$ cat src/rtl/munoc_link_buffer_pkg.sv
// Shared sizing helpers for the MUNOC link buffer: link word width
// (payload plus a valid bit in the MSB), FIFO pointer width and occupancy width.
package munoc_link_buffer_pkg;

    // A link word is the phit payload with one valid bit on top.
    function automatic int bw_link(input int bw_phit);
        return bw_phit + 1;
    endfunction

    // Pointers index DEPTH entries; a single-entry FIFO still carries a 1-bit pointer.
    function automatic int bw_ptr(input int depth);
        return (depth > 1) ? $clog2(depth) : 1;
    endfunction

    // Occupancy must be able to represent 0..DEPTH inclusive.
    function automatic int bw_count(input int depth);
        return $clog2(depth + 1);
    endfunction

endpackage

$ cat src/rtl/munoc_link_fifo.sv
// One direction of the link buffer: circular FIFO with optional fall-through
// bypass when empty, synchronous flush, occupancy output and a saturating
// stall monitor that flags an output blocked for STALL_LIMIT or more cycles.
module munoc_link_fifo
    import munoc_link_buffer_pkg::*;
#(
    parameter int BW_DATA     = 8,
    parameter int DEPTH       = 2,
    parameter int BYPASS      = 0,
    parameter int BW_STALL    = 8,
    parameter int STALL_LIMIT = 64
) (
    input  logic                       clk,
    input  logic                       rstnn,
    input  logic                       clear,
    input  logic                       i_wvalid,
    input  logic [BW_DATA-1:0]         i_wdata,
    output logic                       o_wready,
    output logic                       o_rvalid,
    output logic [BW_DATA-1:0]         o_rdata,
    input  logic                       i_rready,
    output logic [bw_count(DEPTH)-1:0] o_count,
    output logic                       o_stall
);

    localparam int                  PW          = bw_ptr(DEPTH);
    localparam int                  CW          = bw_count(DEPTH);
    localparam logic [PW-1:0]       PTR_LAST    = PW'(DEPTH - 1);
    localparam logic [CW-1:0]       DEPTH_C     = CW'(DEPTH);
    localparam logic [BW_STALL-1:0] STALL_MAX   = '1;
    localparam logic [BW_STALL-1:0] STALL_LIM_C = BW_STALL'(STALL_LIMIT);
    localparam logic                BYPASS_EN   = (BYPASS != 0);

    logic [BW_DATA-1:0]  r_mem [DEPTH];
    logic [PW-1:0]       r_wrPtr;
    logic [PW-1:0]       r_rdPtr;
    logic [PW-1:0]       w_wrPtrNext;
    logic [PW-1:0]       w_rdPtrNext;
    logic [CW-1:0]       r_count;
    logic [CW-1:0]       w_countNext;
    logic [BW_STALL-1:0] r_stallCnt;
    logic [BW_STALL-1:0] w_stallCntNext;
    logic                r_stall;
    logic                w_empty;
    logic                w_bypass;
    logic                w_bypassFire;
    logic                w_wfire;
    logic                w_rfire;
    logic                w_store;
    logic                w_pop;

    // Handshake and bypass selection; a word taken straight through the bypass is never stored.
    always_comb begin
        w_empty      = (r_count == '0);
        o_wready     = (r_count < DEPTH_C) & ~clear;
        w_bypass     = BYPASS_EN & w_empty & i_wvalid & ~clear & rstnn;
        o_rvalid     = (~w_empty & ~clear) | w_bypass;
        o_rdata      = w_bypass ? i_wdata : r_mem[r_rdPtr];
        w_wfire      = i_wvalid & o_wready;
        w_rfire      = o_rvalid & i_rready;
        w_bypassFire = w_bypass & i_rready;
        w_store      = w_wfire & ~w_bypassFire;
        w_pop        = w_rfire & ~w_bypassFire;
    end

    // Pointer wrap at DEPTH-1 so non-power-of-two depths use every entry.
    always_comb begin
        w_wrPtrNext = (r_wrPtr == PTR_LAST) ? '0 : r_wrPtr + 1'b1;
        w_rdPtrNext = (r_rdPtr == PTR_LAST) ? '0 : r_rdPtr + 1'b1;
    end

    // Occupancy follows stored writes minus array reads; a simultaneous pair cancels.
    always_comb begin
        w_countNext = r_count;
        if (clear) begin
            w_countNext = '0;
        end else if (w_store && !w_pop) begin
            w_countNext = r_count + 1'b1;
        end else if (!w_store && w_pop) begin
            w_countNext = r_count - 1'b1;
        end
    end

    // Stall counter grows while the output is offered but refused, saturates, and restarts otherwise.
    always_comb begin
        w_stallCntNext = '0;
        if (!clear && o_rvalid && !i_rready) begin
            w_stallCntNext = (r_stallCnt == STALL_MAX) ? r_stallCnt : r_stallCnt + 1'b1;
        end
    end

    // Storage array holds payload only; it needs no reset because count gates visibility.
    always_ff @(posedge clk) begin
        if (w_store) begin
            r_mem[r_wrPtr] <= i_wdata;
        end
    end

    // Pointer and occupancy state; reset or flush empties the FIFO at once.
    always_ff @(posedge clk or negedge rstnn) begin
        if (!rstnn) begin
            r_wrPtr <= '0;
            r_rdPtr <= '0;
            r_count <= '0;
        end else if (clear) begin
            r_wrPtr <= '0;
            r_rdPtr <= '0;
            r_count <= '0;
        end else begin
            if (w_store) begin
                r_wrPtr <= w_wrPtrNext;
            end
            if (w_pop) begin
                r_rdPtr <= w_rdPtrNext;
            end
            r_count <= w_countNext;
        end
    end

    // Stall monitor state; the flag is registered from the counter value it will hold.
    always_ff @(posedge clk or negedge rstnn) begin
        if (!rstnn) begin
            r_stallCnt <= '0;
            r_stall    <= 1'b0;
        end else begin
            r_stallCnt <= w_stallCntNext;
            r_stall    <= (w_stallCntNext >= STALL_LIM_C);
        end
    end

    assign o_count = r_count;
    assign o_stall = r_stall;

endmodule

$ cat src/rtl/munoc_link_buffer.sv
// Inter-router link buffer: one independently sized FIFO per direction
// (forward FNI, backward BNI). Link words are {valid, payload}; this level
// only splits the valid bit off the MSB and reassembles the outputs.
module munoc_link_buffer
    import munoc_link_buffer_pkg::*;
#(
    parameter int BW_FNI_PHIT = 8,
    parameter int BW_BNI_PHIT = 8,
    parameter int FNI_DEPTH   = 2,
    parameter int BNI_DEPTH   = 2,
    parameter int BYPASS      = 0,
    parameter int BW_STALL    = 8,
    parameter int STALL_LIMIT = 64
) (
    input  logic                              clk,
    input  logic                              rstnn,
    input  logic                              clear,
    input  logic [bw_link(BW_FNI_PHIT)-1:0]   rfni_link,
    output logic                              rfni_ready,
    output logic [bw_link(BW_FNI_PHIT)-1:0]   sfni_link,
    input  logic                              sfni_ready,
    input  logic [bw_link(BW_BNI_PHIT)-1:0]   sbni_link,
    output logic                              sbni_ready,
    output logic [bw_link(BW_BNI_PHIT)-1:0]   rbni_link,
    input  logic                              rbni_ready,
    output logic [bw_count(FNI_DEPTH)-1:0]    fni_count,
    output logic [bw_count(BNI_DEPTH)-1:0]    bni_count,
    output logic                              fni_stall,
    output logic                              bni_stall
);

    logic                   w_fniRvalid;
    logic [BW_FNI_PHIT-1:0] w_fniRdata;
    logic                   w_bniRvalid;
    logic [BW_BNI_PHIT-1:0] w_bniRdata;

    munoc_link_fifo #(
        .BW_DATA     (BW_FNI_PHIT),
        .DEPTH       (FNI_DEPTH),
        .BYPASS      (BYPASS),
        .BW_STALL    (BW_STALL),
        .STALL_LIMIT (STALL_LIMIT)
    ) u_fni_fifo (
        .clk      (clk),
        .rstnn    (rstnn),
        .clear    (clear),
        .i_wvalid (rfni_link[BW_FNI_PHIT]),
        .i_wdata  (rfni_link[BW_FNI_PHIT-1:0]),
        .o_wready (rfni_ready),
        .o_rvalid (w_fniRvalid),
        .o_rdata  (w_fniRdata),
        .i_rready (sfni_ready),
        .o_count  (fni_count),
        .o_stall  (fni_stall)
    );

    munoc_link_fifo #(
        .BW_DATA     (BW_BNI_PHIT),
        .DEPTH       (BNI_DEPTH),
        .BYPASS      (BYPASS),
        .BW_STALL    (BW_STALL),
        .STALL_LIMIT (STALL_LIMIT)
    ) u_bni_fifo (
        .clk      (clk),
        .rstnn    (rstnn),
        .clear    (clear),
        .i_wvalid (sbni_link[BW_BNI_PHIT]),
        .i_wdata  (sbni_link[BW_BNI_PHIT-1:0]),
        .o_wready (sbni_ready),
        .o_rvalid (w_bniRvalid),
        .o_rdata  (w_bniRdata),
        .i_rready (rbni_ready),
        .o_count  (bni_count),
        .o_stall  (bni_stall)
    );

    assign sfni_link = {w_fniRvalid, w_fniRdata};
    assign rbni_link = {w_bniRvalid, w_bniRdata};

endmodule
$ cat config.mk
export PLATFORM = sky130hd
export DESIGN_NAME = munoc_link_buffer
export DESIGN_NICKNAME = d
export VERILOG_FILES = /design/src/rtl/munoc_link_buffer_pkg.sv /design/src/rtl/munoc_link_fifo.sv /design/src/rtl/munoc_link_buffer.sv
export SDC_FILE = /design/constraint.sdc
export NUM_CORES = 1
export LEC_CHECK = 0
export CORE_ASPECT_RATIO = 1.4
export CORE_MARGIN = 8
export CORE_UTILIZATION = 30
export DETAILED_ROUTE_END_ITERATION = 8
export SYNTH_ARGS = -nofsm -noshare
export SYNTH_HDL_FRONTEND = slang
export SYNTH_SLANG_ARGS = --single-unit
$ cat constraint.sdc
create_clock -name clk -period 2.15 [get_ports clk]
set_clock_uncertainty 0.2 [all_clocks]
set_input_delay 0.43 -clock clk [delete_from_list [all_inputs] [get_ports clk]]
set_output_delay 0.43 -clock clk [all_outputs]
set_load 0.005 [all_outputs]
* Yosys cells after proc, flatten, opt, wreduce, memory -nomap -nowiden
Memory sizes are Yosys's and may differ from the RTL's. Index checks and enable logic that the tools add are counted.
Storage, ports and cells: logic and storage cells 88, bits in read-only memories 0, memories 2, output and inout bits 26, register bits 26, memory bits (writable) 32, input port bits 23, latch bits 0
Cells by class: $add $sub $neg 10, shifts and indexed selects 0, reductions and logical operators 23, div/mod/pow operators 0, eq/ne operators 2, $lt $le $gt $ge 4, bitwise logic cells 11, multiplexer cells 26, multiply operators 0
Memory list:
- u_bni_fifo.r_mem | words 2, width 8, read ports 1, clocked after memory_dff 0, write ports 1, RTL line munoc_link_fifo.sv:34 | logic [BW_DATA-1:0] r_mem [DEPTH];
- u_fni_fifo.r_mem | words 2, width 8, read ports 1, clocked after memory_dff 0, write ports 1, RTL line munoc_link_fifo.sv:34
Operators with widths (number):
- 2-to-1 mux 8 bit | 4
- adder 8 x 1 -> 8 bit, second input constant | 2
- == test 8 bit, second input constant | 2
- greater-or-equal comparator 8 x 7 -> 1 bit, second input constant | 2
- 2-to-1 mux 1 bit | 16
- 2-to-1 mux 2 bit | 6
- AND 1 bit | 8
- logical AND 1 bit | 8
- nonzero test 2 bit | 4
- logical NOT 1 bit | 7
- nonzero test 3 bit | 2
- adder 1 bit, second input constant | 4
- adder 2 x 1 -> 2 bit, second input constant | 2
- logical NOT 2 bit | 2
- less-than comparator 2 bit, second input constant | 2
- subtractor 2 x 1 -> 2 bit, second input constant | 2
- inverter 1 bit | 3

* Logic depth before layout (Yosys ltp)
depth after elaboration 8, gate-level depth with buffers 4, gate-level depth less buffers 4

* By module
A second synthesis with hierarchy kept.
Unflattened totals: cell total of the unflattened synthesis 202, area, all modules 2600.0 µm²
By module, submodules not included:
- munoc_link_fifo at u_bni_fifo | seq. area each 805.8 µm², area each 1331.3 µm², cells an instance 101, times used 1
- munoc_link_fifo at u_fni_fifo | seq. area each 805.8 µm², area each 1253.7 µm², cells an instance 99, times used 1
- munoc_link_buffer | seq. area each 0.0 µm², area each 15.0 µm², cells an instance 2, times used 1

* Least setup slack after synthesis
OpenSTA, ideal clock, no wires.
kind register -> register, start point reg u_fni_fifo.r_count[1], in the netlist u_fni_fifo.o_count[1], end point mem u_fni_fifo.r_mem[0][0] (enable), setup slack 0.529 ns, clock period less this slack 1.621 ns, arrival time 1.051 ns, cell stages (with the launch flop) 4, required time 1.580 ns, library setup time 0.370 ns, path through dfrtp_1 nor2_1 nand2_1 nor2_1
On the way: word-level cells in the longest chain between the ends 5
RTL lines:
- from (decl) | RTL line munoc_link_fifo.sv:39 | logic [CW-1:0] r_count;
- from (signal assigned) | RTL line munoc_link_fifo.sv:116 | r_count <= w_countNext;
- less-than comparator 2 bit | RTL line munoc_link_fifo.sv:55 | o_wready = (r_count < DEPTH_C) & ~clear;
- AND 1 bit | RTL line munoc_link_fifo.sv:55
- via rfni_ready | RTL line munoc_link_buffer.sv:19 | output logic rfni_ready,
- AND 1 bit | RTL line munoc_link_fifo.sv:59 | w_wfire = i_wvalid & o_wready;
- 2-to-1 mux 1 bit | RTL line munoc_link_fifo.sv:94 | if (w_store) begin
- 2-to-1 mux 1 bit (implied by the code) | RTL line munoc_link_fifo.sv:95 | r_mem[r_wrPtr] <= i_wdata;
- to (decl) | RTL line munoc_link_fifo.sv:34
The timed path passes the listed nets, and every way through them passes these cells.

* Final worst setup path
start point in clear, end point out sbni_ready
On the way: word-level cells in the longest chain between the ends 2
RTL lines:
- from (decl) | RTL line munoc_link_buffer.sv:17 | input logic clear,
- inverter 1 bit | RTL line munoc_link_fifo.sv:55
- AND 1 bit | RTL line munoc_link_fifo.sv:55
- to (decl) | RTL line munoc_link_buffer.sv:23 | output logic sbni_ready,
Every way passes these cells.

==> key figures <==
Synthesis
  – Yosys Warn Count: 0
  – Number of flops mapped to enable cells by yosys: 32
  – Sequential area share after synthesis: 62.59%
  – Cell area after synthesis: 2575 µm²
  – Count of mapped cells out of synthesis: 203
  – Post-Synthesis Net Count: 228
  – Distinct cells, synth: 43
  – Post-Syn Area per Cell: 12.68 µm²
  – #FFs+latches synth: 58
  – Commonest register cell after synthesis: sky130_fd_sc_hd__edfxtp_1
  – Proportion of synthesized flip-flops having asynchronous set or reset: 44.83%

Timing
  – Portion of the clock cycle consumed by the worst path in the final layout: 97.16%
  – Max_slew headroom: 76.02%
  – RSZ-0062 raised after global routing: yes
  – Least-Margin Pin Slew: 359.7 ps
  – Hold violation count in the final report: 0
  – Final Max Slew Viols: 0
  – Fmax achieved: 0.4787 GHz
  – Final-report setup violation count: 0
  – Minimum period implied by the final worst setup slack: 2089 ps

Global route
  – Leftover overflow at the end of global routing: 0
  – Number of global-route vias before repair: 1846
  – Pin count of the biggest net entering global routing: 27
  – Antenna violations before repair: 0
  – First-pass GRT wire length: 8.873 mm
  – All-Layer GR Usage: 9.766%

Floorplan
  – Die H: 125.6 µm
  – Total Die Area: 11850 µm²
  – Count of boundary I/O pins: 49
  – Num rows: 40
  – Chip Width: 94.30 µm
  – Placeable core region: 8458 µm²
  – Starting utilization of the core area: 30.44%

Route
  – Vias post-DR: 1843
  – TritonRoute pass-1 iters: 4
  – Routed len/inst: 14.35 µm
  – ANT nets after route: 0
  – Sum of routed wire length over all layers: 5.467 mm
  – Remaining routing DRC violations: 0
  – Detail-routed via count per cell: 4.837
  – Initial drt markers: 72

Setup path
  – Family with the most delay on the worst path: buffers and inverters
  – Worst-case register-to-register setup slack: 420 ps
  – Arrival time at the worst endpoint: 1460 ps
  – Setup crit end kind: primary output
  – R2r worst-path depth: 4
  – Setup Crit Path Kind: input pin to primary output
  – Slowest cell on the critical path: sky130_fd_sc_hd__clkdlybuf4s50_1
  – Top fanout value on the critical path: 5
  – Number of buffers and inverters on the critical path: 2
  – RR Startpoint: u_bni_fifo.r_stallCnt[0]
  – Critical Path Source Type: input pin
  – Stage delay of the slowest cell on the critical path: 530 ps
  – Critical register-to-register path endpoint: u_bni_fifo.r_stallCnt[1]
  – Worst Path Required: 1520 ps
  – Cell-by-cell trace of the critical path: dlygate4sd2_1, nor2_1, clkdlybuf4s50_1

Place
  – Placed cell area: 3233 µm²
  – Global placement routability congestion: 0.8166
  – Placed cells: 358
  – Final HPWL from detailed placement: 3.837 mm
  – Port-buffer cells: 48

Finish
  – Layout-stage area growth over the synthesis result: 37.41%
  – Fraction of layout cells with a size suffix above 1: 21.01%
  – Final design instance area without fill: 3538 µm²
  – Fin cells: 381
  – Count of inserted antenna diode cells: 0
  – Number of nets in the final layout: 296

Clock tree
  – Number of hold-repair buffers added at the cts stage: 0
  – Number of buffers created by CTS: 9
  – Clock tree from TritonCTS: built
  – Clock slew seen by the registers of the worst setup and hold paths: 50 ps
  – Insertion delay of the later-clocked pin in the worst-skew pair: 320 ps
  – Root Buffer Master: sky130_fd_sc_hd__clkbuf_16
  – Depth of the CTS H-tree: 3
  – Number of sinks handled by clock tree synthesis: 58
  – Maximum count of clock buffers along a single path: 2

Run
  – Count of maximum capacitance violations: 0

Power
  – Leakage power: 1.359 nW
  – Pwr per Cell Area: 769.9 nW/µm²
  – Largest vdd supply drop: 0.4036 mV

Worst hold path
  – Worst hold-check path type: input pin to async pin

Status
  – Run status: finished clean
[worst register-to-register path, stage by stage, from the launching register on]
cell and delay (ps):
sky130_fd_sc_hd__dfrtp_1 400, sky130_fd_sc_hd__ha_1 300, sky130_fd_sc_hd__nand4_1 250, sky130_fd_sc_hd__or3_1 370, sky130_fd_sc_hd__a21oi_1 140
[cell usage after synthesis, drive strengths merged (2+ instances only)]
library cell / n / area share [%]
nor3: 16 / 3.1
o21ai: 7 / 1.4
xor2: 3 / 1.0
nor2: 16 / 2.5
clkbuf: 5 / 0.78
nand2: 5 / 0.73
a31oi: 7 / 1.7
buf: 5 / 1.4
nor4: 2 / 0.49
mux2: 16 / 7.0
xnor2: 3 / 1.0
or3: 3 / 0.73
or2b: 2 / 0.58
nand3: 4 / 0.97
ha: 2 / 0.97
inv: 3 / 0.44
edfxtp: 32 / 37
and4: 5 / 1.7
nor2b: 3 / 0.73
a211oi: 2 / 0.58
nand4: 6 / 1.5
and3: 6 / 1.5
dfrtp: 26 / 25
a21oi: 10 / 1.9
nor3b: 2 / 0.78
[area by class of cell]
| type | count | area [µm²] |
|---|---|---|
| sequential | 58 | 1618 |
| fill | 808 | 4920 |
| multi-input combinational | 132 | 900.9 |
| clock inverter | 6 | 33.78 |
| clock buffer | 10 | 229.0 |
| inverter | 3 | 11.26 |
| timing repair buffer | 67 | 614.3 |
| tap | 105 | 131.4 |
[sequential cells by signal, indices dropped and copies added (netlist names)]
signal                 flops
u_fni_fifo.o_count         2
u_bni_fifo.r_wrPtr         1
u_fni_fifo.r_mem          16
u_bni_fifo.o_stall         1
u_fni_fifo.r_rdPtr         1
u_bni_fifo.r_mem          16
u_fni_fifo.o_stall         1
u_bni_fifo.r_stallCnt      8
u_fni_fifo.r_wrPtr         1
u_bni_fifo.r_rdPtr         1
u_bni_fifo.o_count         2
u_fni_fifo.r_stallCnt      8
[through the flow]
stage	total power (W)	hold WS (ps)	setup TNS [ps]	setup WS, ps	util, %
global route	0.002839	336.7	-33.12	-19.90	41.83
detailed placement	0.001529	340.2	-3531	-218.4	38.22
CTS	0.002766	296.1	0	8.315	41.58
global placement	0.001527	336.0	-2739	-190.2	38.22
floorplan	0.001360	-65.59	0	528.9	-
finish	0.002724	293.1	0	61.15	41.83
[power by group]
group | internal [W] | switching [W] | leakage [nW]
clock network | 0.000766 | 0.000458 | 0.126
registers | 0.00122 | 0.0000201 | 0.643
logic | 0.000153 | 0.000106 | 0.590
[worst max path at each step]
stage / to / cells past startpoint / slack [ps] / from
after detailed placement: sbni_ready / 3 / -220 / clear
after global placement: sbni_ready / 3 / -190 / clear
after global routing: sfni_link[8] / 3 / -20 / u_fni_fifo.o_count[0]
after floorplan: u_fni_fifo.r_mem[0][0] / 3 / 530 / u_fni_fifo.o_count[1]
final: sbni_ready / 3 / 60 / clear
after CTS: sfni_link[8] / 3 / 8 / u_fni_fifo.o_count[1]
[metal layers]
| metal | global-route usage [%] | share of wire [%] |
|---|---|---|
| met1 | 10.30 | 41 |
| met2 | 16.38 | 52 |
| met3 | 3.627 | 5.5 |
| met4 | 4.967 | 2.0 |
| met5 | 0 | 0 |
[cell families (layout without fill, tap and decap cells)]
group	Yosys count	count (layout)	synth area share (%)
adders and majority gates	2	2	0.9717
and+or+nand+nor	76	76	17.15
DFF	58	58	62.58
muxes	17	17	7.386
AOI/OAI and AO/OA	31	31	7.240
xor gates and xnor gates	6	6	2.041
buffers and inverters	13	86	2.623
[repair_timing]
| item | in CTS | in global routing |
|---|---|---|
| gates cloned | 0 | 0 |
| gates resized for setup | 24 | 2 |
| buffers inserted | 5 | 2 |
| setup endpoints to repair | 20 | 3 |
[placed cells by master (no fill, tap or decap), types with 3 or more instances in the layout]
master,netlist,layout
sky130_fd_sc_hd__a31oi_1,7,7
sky130_fd_sc_hd__buf_4,2,18
sky130_fd_sc_hd__or3_1,3,3
sky130_fd_sc_hd__clkdlybuf4s50_1,0,31
sky130_fd_sc_hd__nand4_1,6,6
sky130_fd_sc_hd__nand2_1,5,5
sky130_fd_sc_hd__o21ai_0,7,7
sky130_fd_sc_hd__and4_1,5,5
sky130_fd_sc_hd__nor2b_1,3,3
sky130_fd_sc_hd__edfxtp_1,32,32
sky130_fd_sc_hd__nand3_1,3,3
sky130_fd_sc_hd__nor2_1,14,14
sky130_fd_sc_hd__dfrtp_1,26,21
sky130_fd_sc_hd__a21oi_1,10,10
sky130_fd_sc_hd__and3_1,6,6
sky130_fd_sc_hd__mux2_2,16,16
sky130_fd_sc_hd__nor3_1,16,16
sky130_fd_sc_hd__inv_1,3,3
sky130_fd_sc_hd__xnor2_1,3,3
sky130_fd_sc_hd__dlygate4sd2_1,0,17
sky130_fd_sc_hd__xor2_1,3,3
sky130_fd_sc_hd__clkbuf_16,0,9
sky130_fd_sc_hd__dfrtp_2,0,5
sky130_fd_sc_hd__clkinv_2,0,3
Note: power is estimated with default switching activity, not from simulation.
